`config.mk`:
```
export PLATFORM = sky130hd
export DESIGN_NAME = rom_frame_reader
export DESIGN_NICKNAME = d
export VERILOG_FILES = /design/src/rtl/rom_reader_pkg.sv /design/src/rtl/rom_rd_fifo.sv /design/src/rtl/rom_frame_reader.sv
export SDC_FILE = /design/constraint.sdc
export NUM_CORES = 1
export LEC_CHECK = 0
export ABC_CLOCK_PERIOD_IN_PS = 3050
export CORE_UTILIZATION = 25
export CTS_CLUSTER_SIZE = 14
export DETAILED_ROUTE_END_ITERATION = 10
export PLACE_DENSITY = 0.48
export SYNTH_ARGS = -nofsm -noshare
export SYNTH_HDL_FRONTEND = slang
export SYNTH_SLANG_ARGS = --single-unit
```
`constraint.sdc`:
```
create_clock -name clk -period 3.05 [get_ports clk]
set_input_delay 0.61 -clock clk [delete_from_list [all_inputs] [get_ports clk]]
set_output_delay 0.61 -clock clk [all_outputs]
set_load 0.02 [all_outputs]
```
`src/rtl/rom_reader_pkg.sv`:
```
// Shared types and helpers for the ROM frame reader: FSM encoding, buffer sizing
// and the packing of the per-pixel {sof,eol,eof} sideband.
package rom_reader_pkg;

  typedef enum logic [1:0] {
    ST_IDLE  = 2'd0,
    ST_RUN   = 2'd1,
    ST_DRAIN = 2'd2
  } rd_state_e;

  localparam int SB_W   = 3;
  localparam int SB_SOF = 2;
  localparam int SB_EOL = 1;
  localparam int SB_EOF = 0;

  // The FIFO must absorb everything already requested from the ROM when the
  // consumer stalls, plus enough slack to keep full rate with m_ready held high.
  function automatic int fifo_depth(input int rd_latency);
    return rd_latency + 2;
  endfunction

  function automatic int clog2(input int value);
    int r;
    int v;
    r = 0;
    v = value - 1;
    while (v > 0) begin
      r++;
      v = v >> 1;
    end
    return r;
  endfunction

endpackage

```
`src/rtl/rom_rd_fifo.sv`:
```
// Small first-word-fall-through FIFO holding returned ROM words plus sideband.
// DEPTH need not be a power of two, so the pointers wrap explicitly.
module rom_rd_fifo
  import rom_reader_pkg::*;
#(
  parameter int DEPTH = 3,
  parameter int WIDTH = 27,
  parameter int CNT_W = clog2(DEPTH + 1)
) (
  input  logic             clk,
  input  logic             rst_n,
  input  logic             wr_en_i,
  input  logic [WIDTH-1:0] wr_data_i,
  input  logic             rd_en_i,
  output logic [WIDTH-1:0] rd_data_o,
  output logic             empty_o,
  output logic [CNT_W-1:0] count_o
);

  localparam int PTR_W = (DEPTH > 1) ? clog2(DEPTH) : 1;

  logic [WIDTH-1:0] mem_q [DEPTH];
  logic [PTR_W-1:0] wr_ptr_q, wr_ptr_d;
  logic [PTR_W-1:0] rd_ptr_q, rd_ptr_d;
  logic [CNT_W-1:0] count_q, count_d;
  logic             wr_fire;
  logic             rd_fire;

  function automatic logic [PTR_W-1:0] ptr_inc(input logic [PTR_W-1:0] ptr);
    return (ptr == PTR_W'(DEPTH - 1)) ? '0 : ptr + 1'b1;
  endfunction

  assign wr_fire = wr_en_i && (count_q != CNT_W'(DEPTH));
  assign rd_fire = rd_en_i && (count_q != '0);

  always_comb begin
    wr_ptr_d = wr_ptr_q;
    rd_ptr_d = rd_ptr_q;
    count_d  = count_q;
    if (wr_fire) wr_ptr_d = ptr_inc(wr_ptr_q);
    if (rd_fire) rd_ptr_d = ptr_inc(rd_ptr_q);
    if (wr_fire && !rd_fire) begin
      count_d = count_q + 1'b1;
    end else if (!wr_fire && rd_fire) begin
      count_d = count_q - 1'b1;
    end
  end

  always_ff @(posedge clk or negedge rst_n) begin
    if (!rst_n) begin
      wr_ptr_q <= '0;
      rd_ptr_q <= '0;
      count_q  <= '0;
    end else begin
      wr_ptr_q <= wr_ptr_d;
      rd_ptr_q <= rd_ptr_d;
      count_q  <= count_d;
    end
  end

  // Storage is not reset; the top masks the head whenever the FIFO is empty.
  always_ff @(posedge clk) begin
    if (wr_fire) mem_q[wr_ptr_q] <= wr_data_i;
  end

  assign rd_data_o = mem_q[rd_ptr_q];
  assign empty_o   = (count_q == '0);
  assign count_o   = count_q;

endmodule

```
`src/rtl/rom_frame_reader.sv`:
```
// Streams one raster frame from a block ROM as a valid/ready pixel stream.
// Reads are credit-limited so a stalled consumer never causes a lost pixel.
//
//   state    | meaning
//   ST_IDLE  | waiting for start, counters at (0,0)
//   ST_RUN   | issuing ROM reads while credits allow
//   ST_DRAIN | last address issued, emptying pipeline and FIFO
module rom_frame_reader
  import rom_reader_pkg::*;
#(
  parameter int ADDR_WIDTH = 16,
  parameter int DATA_WIDTH = 24,
  parameter int IMG_W      = 256,
  parameter int IMG_H      = 256,
  parameter int BASE_ADDR  = 0,
  parameter int RD_LATENCY = 1
) (
  input  logic                  clk,
  input  logic                  rst_n,
  input  logic                  start,
  input  logic                  loop_en,
  output logic [ADDR_WIDTH-1:0] rom_addr,
  output logic                  rom_rd_en,
  input  logic [DATA_WIDTH-1:0] rom_rd_data,
  output logic [DATA_WIDTH-1:0] m_data,
  output logic                  m_valid,
  input  logic                  m_ready,
  output logic                  m_sof,
  output logic                  m_eol,
  output logic                  m_eof,
  output logic                  busy,
  output logic                  done
);

  localparam int FIFO_DEPTH = fifo_depth(RD_LATENCY);
  localparam int CNT_W      = clog2(FIFO_DEPTH + 1);
  localparam int XW         = (IMG_W > 1) ? clog2(IMG_W) : 1;
  localparam int YW         = (IMG_H > 1) ? clog2(IMG_H) : 1;
  localparam int FW         = DATA_WIDTH + SB_W;
  localparam logic [63:0] FRAME_END = 64'(BASE_ADDR) + 64'(IMG_W) * 64'(IMG_H);

  if (FRAME_END > (64'd1 << ADDR_WIDTH)) begin : g_addr_range_chk
    $error("rom_frame_reader: frame does not fit in the ROM address space");
  end
  if (RD_LATENCY < 1 || RD_LATENCY > 2) begin : g_latency_chk
    $error("rom_frame_reader: RD_LATENCY must be 1 or 2");
  end

  rd_state_e state_q, state_d;
  logic [XW-1:0]         x_q, x_d;
  logic [YW-1:0]         y_q, y_d;
  logic [ADDR_WIDTH-1:0] addr_q, addr_d;
  logic [RD_LATENCY-1:0] vld_q;
  logic [RD_LATENCY-1:0][SB_W-1:0] sb_q;
  logic                  done_q;

  logic             issue;
  logic             x_last, y_last;
  logic [SB_W-1:0]  sb_issue;
  logic [CNT_W-1:0] inflight;
  logic [CNT_W-1:0] fifo_count;
  logic             fifo_empty;
  logic [FW-1:0]    fifo_head;
  logic             credit_ok;
  logic             pop;

  assign x_last = (x_q == XW'(IMG_W - 1));
  assign y_last = (y_q == YW'(IMG_H - 1));

  always_comb begin
    sb_issue         = '0;
    sb_issue[SB_SOF] = (x_q == '0) && (y_q == '0);
    sb_issue[SB_EOL] = x_last;
    sb_issue[SB_EOF] = x_last && y_last;
  end

  always_comb begin
    inflight = '0;
    for (int i = 0; i < RD_LATENCY; i++) begin
      inflight = inflight + CNT_W'(vld_q[i]);
    end
  end

  // Pops are deliberately ignored here; counting them would only add a comb path.
  assign credit_ok = ((CNT_W+1)'(inflight) + (CNT_W+1)'(fifo_count)) < (CNT_W+1)'(FIFO_DEPTH);

  always_comb begin
    state_d = state_q;
    x_d     = x_q;
    y_d     = y_q;
    addr_d  = addr_q;
    issue   = 1'b0;
    case (state_q)
      ST_IDLE: begin
        if (start) state_d = ST_RUN;
      end
      ST_RUN: begin
        if (credit_ok) begin
          issue  = 1'b1;
          addr_d = addr_q + 1'b1;
          if (x_last) begin
            x_d = '0;
            if (y_last) begin
              y_d    = '0;
              addr_d = ADDR_WIDTH'(BASE_ADDR);
              if (!loop_en) state_d = ST_DRAIN;
            end else begin
              y_d = y_q + 1'b1;
            end
          end else begin
            x_d = x_q + 1'b1;
          end
        end
      end
      ST_DRAIN: begin
        if (fifo_empty && (inflight == '0)) state_d = ST_IDLE;
      end
      default: state_d = ST_IDLE;
    endcase
  end

  always_ff @(posedge clk or negedge rst_n) begin
    if (!rst_n) begin
      state_q <= ST_IDLE;
      x_q     <= '0;
      y_q     <= '0;
      addr_q  <= ADDR_WIDTH'(BASE_ADDR);
      done_q  <= 1'b0;
    end else begin
      state_q <= state_d;
      x_q     <= x_d;
      y_q     <= y_d;
      addr_q  <= addr_d;
      done_q  <= pop && m_eof;
    end
  end

  // Sideband rides alongside the ROM read so it lands in the FIFO with its pixel.
  always_ff @(posedge clk or negedge rst_n) begin
    if (!rst_n) begin
      vld_q <= '0;
      sb_q  <= '0;
    end else begin
      vld_q[0] <= issue;
      sb_q[0]  <= sb_issue;
      for (int i = 1; i < RD_LATENCY; i++) begin
        vld_q[i] <= vld_q[i-1];
        sb_q[i]  <= sb_q[i-1];
      end
    end
  end

  rom_rd_fifo #(
    .DEPTH (FIFO_DEPTH),
    .WIDTH (FW),
    .CNT_W (CNT_W)
  ) u_fifo (
    .clk       (clk),
    .rst_n     (rst_n),
    .wr_en_i   (vld_q[RD_LATENCY-1]),
    .wr_data_i ({rom_rd_data, sb_q[RD_LATENCY-1]}),
    .rd_en_i   (pop),
    .rd_data_o (fifo_head),
    .empty_o   (fifo_empty),
    .count_o   (fifo_count)
  );

  assign m_valid   = !fifo_empty;
  assign pop       = m_valid && m_ready;
  assign m_data    = m_valid ? fifo_head[FW-1:SB_W] : '0;
  assign m_sof     = m_valid && fifo_head[SB_SOF];
  assign m_eol     = m_valid && fifo_head[SB_EOL];
  assign m_eof     = m_valid && fifo_head[SB_EOF];
  assign rom_addr  = addr_q;
  assign rom_rd_en = issue;
  assign busy      = (state_q != ST_IDLE);
  assign done      = done_q;

endmodule

```
==> flow_summary.ini <==
[synthesis]
synthAdderAreaFrac_pct = 1.872
synth_top_family_by_area = simple AND/OR/NAND/NOR gates
synth-simple-area-share_pct = 14.04
synth_compound_area_share_pct = 7.230
synth.yosys.warnings = 0
synth_flop_cell = edfxtp_1
synthXorXnorAreaFrac_pct = 2.620
synth_edf_count = 81
seq_area_frac_synth_pct = 66.54
muxShareOfSynthArea_pct = 6.060
ys_ff_latch = 126
syn_inst = 420
syn-num-nets = 457
syn_area_um2 = 5348
synth_async_sr_flop_share_pct = 35.71
synth_cell_type_count = 40
syn_avg_cell_area_um2 = 12.73

[worst_hold_path]
hp-class = input pin to async pin

[placement]
routabilityCongestion = 0.7904
hpwl_mm = 7.938
port_buffers = 75

[sta]
post-route-period-util_pct = 93.77
fmax_mhz = 349.6
finalMaxSlewViolations = 0
worstMarginPinSlew_ps = 816.9
setup_viol = 0
final_hold_viol_count = 0
grt_setup_unrepaired = false
fin_crit_ps = 2860
fin_skew_ps = 13.42
setup-tns-final_ps = 0
slew_headroom_pct = 44.96

[detailed_routing]
firstDrtPassIters = 4
vias_per_cell = 4.519
vias = 3620
totalWireLength_mm = 12.15
detail_route.wl_per_cell_um = 15.17
drt_first_iter_violations = 201
remaining_drc_errors = 0
route.antenna.remaining_nets = 0

[clocking]
clockRootBuffer = clkbuf_16
clkLatencyLatePin_ps = 420
numCtsBuffers = 17
h-tree-depth = 4
cts.sinks = 126
cts.clk_slew.worst_paths_ps = 60
cts_setup_buffers = 0
cts_buffer_depth = 2
cts_tree = done
hold_buffers = 0

[critical_path]
cp_max_fo = 17
start_kind = flop
slowest_stage = dfrtp_4
cp-end-kind = output pin
crit_family = buffers and inverters
cp.arrival_ps = 2250
crit_type = flop to output pin
cp_cell_sequence = buf_12, mux2i_1, nor2_1, a21oi_1, nor2_1, clkdlybuf4s50_1
reg2reg_slack_ps = 570
cp.required_ps = 2440
crit_buf_inv = 2
crit_top_cell = nor2_1
critPathMaxStageDelay_ps = 580

[power_and_ir_drop]
comb_power_share_pct = 38.5
p_clk_share_pct = 27.0
swShare_pct = 36.04
max-vdd-ir-drop_mv = 0.7401
power_frac_seq_pct = 34.5
power.net_switching_w = 0.002790
totalPowerFinal_w = 0.007740
power.leakage_nw = 2.712
p_int_w = 0.004950
powerDensity_nw_per_um2 = 1080

[final_layout]
drive_gt1_share_pct = 11.41
antenna_cells = 0
fill_cells = 2050
fin_nets = 550
area_growth_pct = 34.00

[floorplanning]
initial_utilization_pct = 25.44
die_w_um = 148.3
rows = 53
io_pins = 76
dieArea_um2 = 21980
die_h_um = 148.3
core_area_um2 = 21020

[global_route]
grtUsageTotal_pct = 11.98
grt_pass1_wl_mm = 19.92
grt_pass1_vias = 3785
overflow = 0
antenna_found_initial = 0
grt_max_degree = 40

[job]
cap_violations = 0

[outcome]
status = complete, no violations
final cells by class:
cell class	count	area, um^2	share of cell area [%]
sequential	126	3563	49.73
multi-input combinational	272	1737	24.24
timing repair buffer	87	875.8	12.22
tap	275	344.1	4.802
clock inverter	14	182.7	2.549
clock buffer	18	429.2	5.989
inverter	9	33.78	0.4715
routing by layer:
| metal | vias up | wire (um) | GRT usage, % |
|---|---|---|---|
| met5 | - | 0 | 0 |
| met4 | 0 | 146 | 4.536 |
| met3 | 12 | 558 | 3.589 |
| met2 | 89 | 5767 | 19.11 |
| met1 | 1772 | 5679 | 15.25 |
| li1 | 1747 | - | - |
layout by cell type (no fill, tap or decap), drive strengths merged, types with 4 or more instances in the layout:
cell type,n
o21ai,5
mux2i,29
inv,15
a31oi,4
buf,13
clkinv,4
o31ai,7
or4,7
nor3,7
dfrtp,45
a21oi,37
nor2,72
clkdlybuf4s50,73
xnor2,14
a21o,6
nand3,8
nand4,11
nand2,17
ha,8
nor4,7
clkbuf,18
edfxtp,81
final timing paths:
| path | start | to | cells after the start |
|---|---|---|---|
| worst max-delay path | u_fifo.rd_ptr_q[0] | m_data[0] | 6 |
| worst min-delay path | rst_n | rom_addr[11] | 1 |
| worst max register to register | u_fifo.count_o[0] | rom_addr[11] | 6 |
| worst min register to register | sb_q[2] | u_fifo.mem_q[2][2] | 0 |
| max in group asynchronous | rst_n | u_fifo.count_o[1] | 2 |
| min in group clk | sb_q[2] | u_fifo.mem_q[2][2] | 0 |
sequential cells by signal (all words and copies together) (netlist names):
signal and cells:
u_fifo.count_o 2, u_fifo.mem_q 81, u_fifo.wr_ptr_q 2, x_q 8, state_q 2, sb_q 3, done 1, rom_addr 16
y_q 8, u_fifo.rd_ptr_q 2, vld_q 1
logic make-up (layout without fill, tap and decap cells):
logic type,count (synthesis),count (layout)
adder cells (fa/ha/maj),8,8
XOR/XNOR,16,16
flip-flops,126,126
AND/OR/NAND/NOR,151,151
AO/OA/AOI/OAI,65,65
buffers and inverters,22,128
multiplexers,32,32
synth_stat cells, drive strengths merged, types with 3 or more instances:
library cell	number	area (um^2)
buf	4	20.02
nor3	7	35.03
a21oi	37	185.2
and4	3	26.28
and3	3	18.77
o21ai	5	25.02
xnor2	14	122.6
nor2	72	270.3
nor4	7	56.30
edfxtp	81	2432
mux2i	29	290.3
clkbuf	9	33.78
mux2	3	33.78
or4	7	52.55
inv	9	33.78
ha	8	100.1
nand4	11	68.82
nand3	8	40.04
o31ai	7	52.55
nor4b	3	26.28
nand2	17	63.81
a21o	6	45.04
a31oi	4	25.02
dfrtp	45	1126
metrics by stage:
step                setup slack [ps]  cell area [um^2]  hold slack (ps)  utilization [%]  instances
floorplan                      65.68              5353            314.4                -        420
global placement               449.8              6540            450.7            31.11        769
detailed placement             406.0              6540            450.1            31.11        769
CTS                            25.98              7156            307.6            34.04        801
global route                   64.99              7166            341.2            34.09        801
finish                         189.9              7166            280.1            34.09        801
power groups by stage:
| stage | sequential, W | combinational [W] | clock [W] |
|---|---|---|---|
| 2_1_floorplan | 0.00262 | 0.00173 | 0 |
| 3_5_place_dp | 0.00270 | 0.00303 | 0 |
| 4_1_cts | 0.00267 | 0.00305 | 0.00215 |
| 5_1_grt | 0.00274 | 0.00330 | 0.00222 |
| 6_report | 0.00267 | 0.00298 | 0.00209 |
| 3_3_place_gp | 0.00268 | 0.00300 | 0 |
worst register-to-register path, delay by kind of cell (launching register included):
family                     cells  cell delay, ps
adders and majority gates      2             560
DFF                            1             470
AOI/OAI and AO/OA              1             160
and+or+nand+nor                3            1220
what timing repair did:
action	4_1_cts	5_1_grt
endpoints found under the setup margin	1	16
resized for setup	1	3
hold endpoints to repair	0	0
Note: power is estimated with default switching activity, not from simulation.
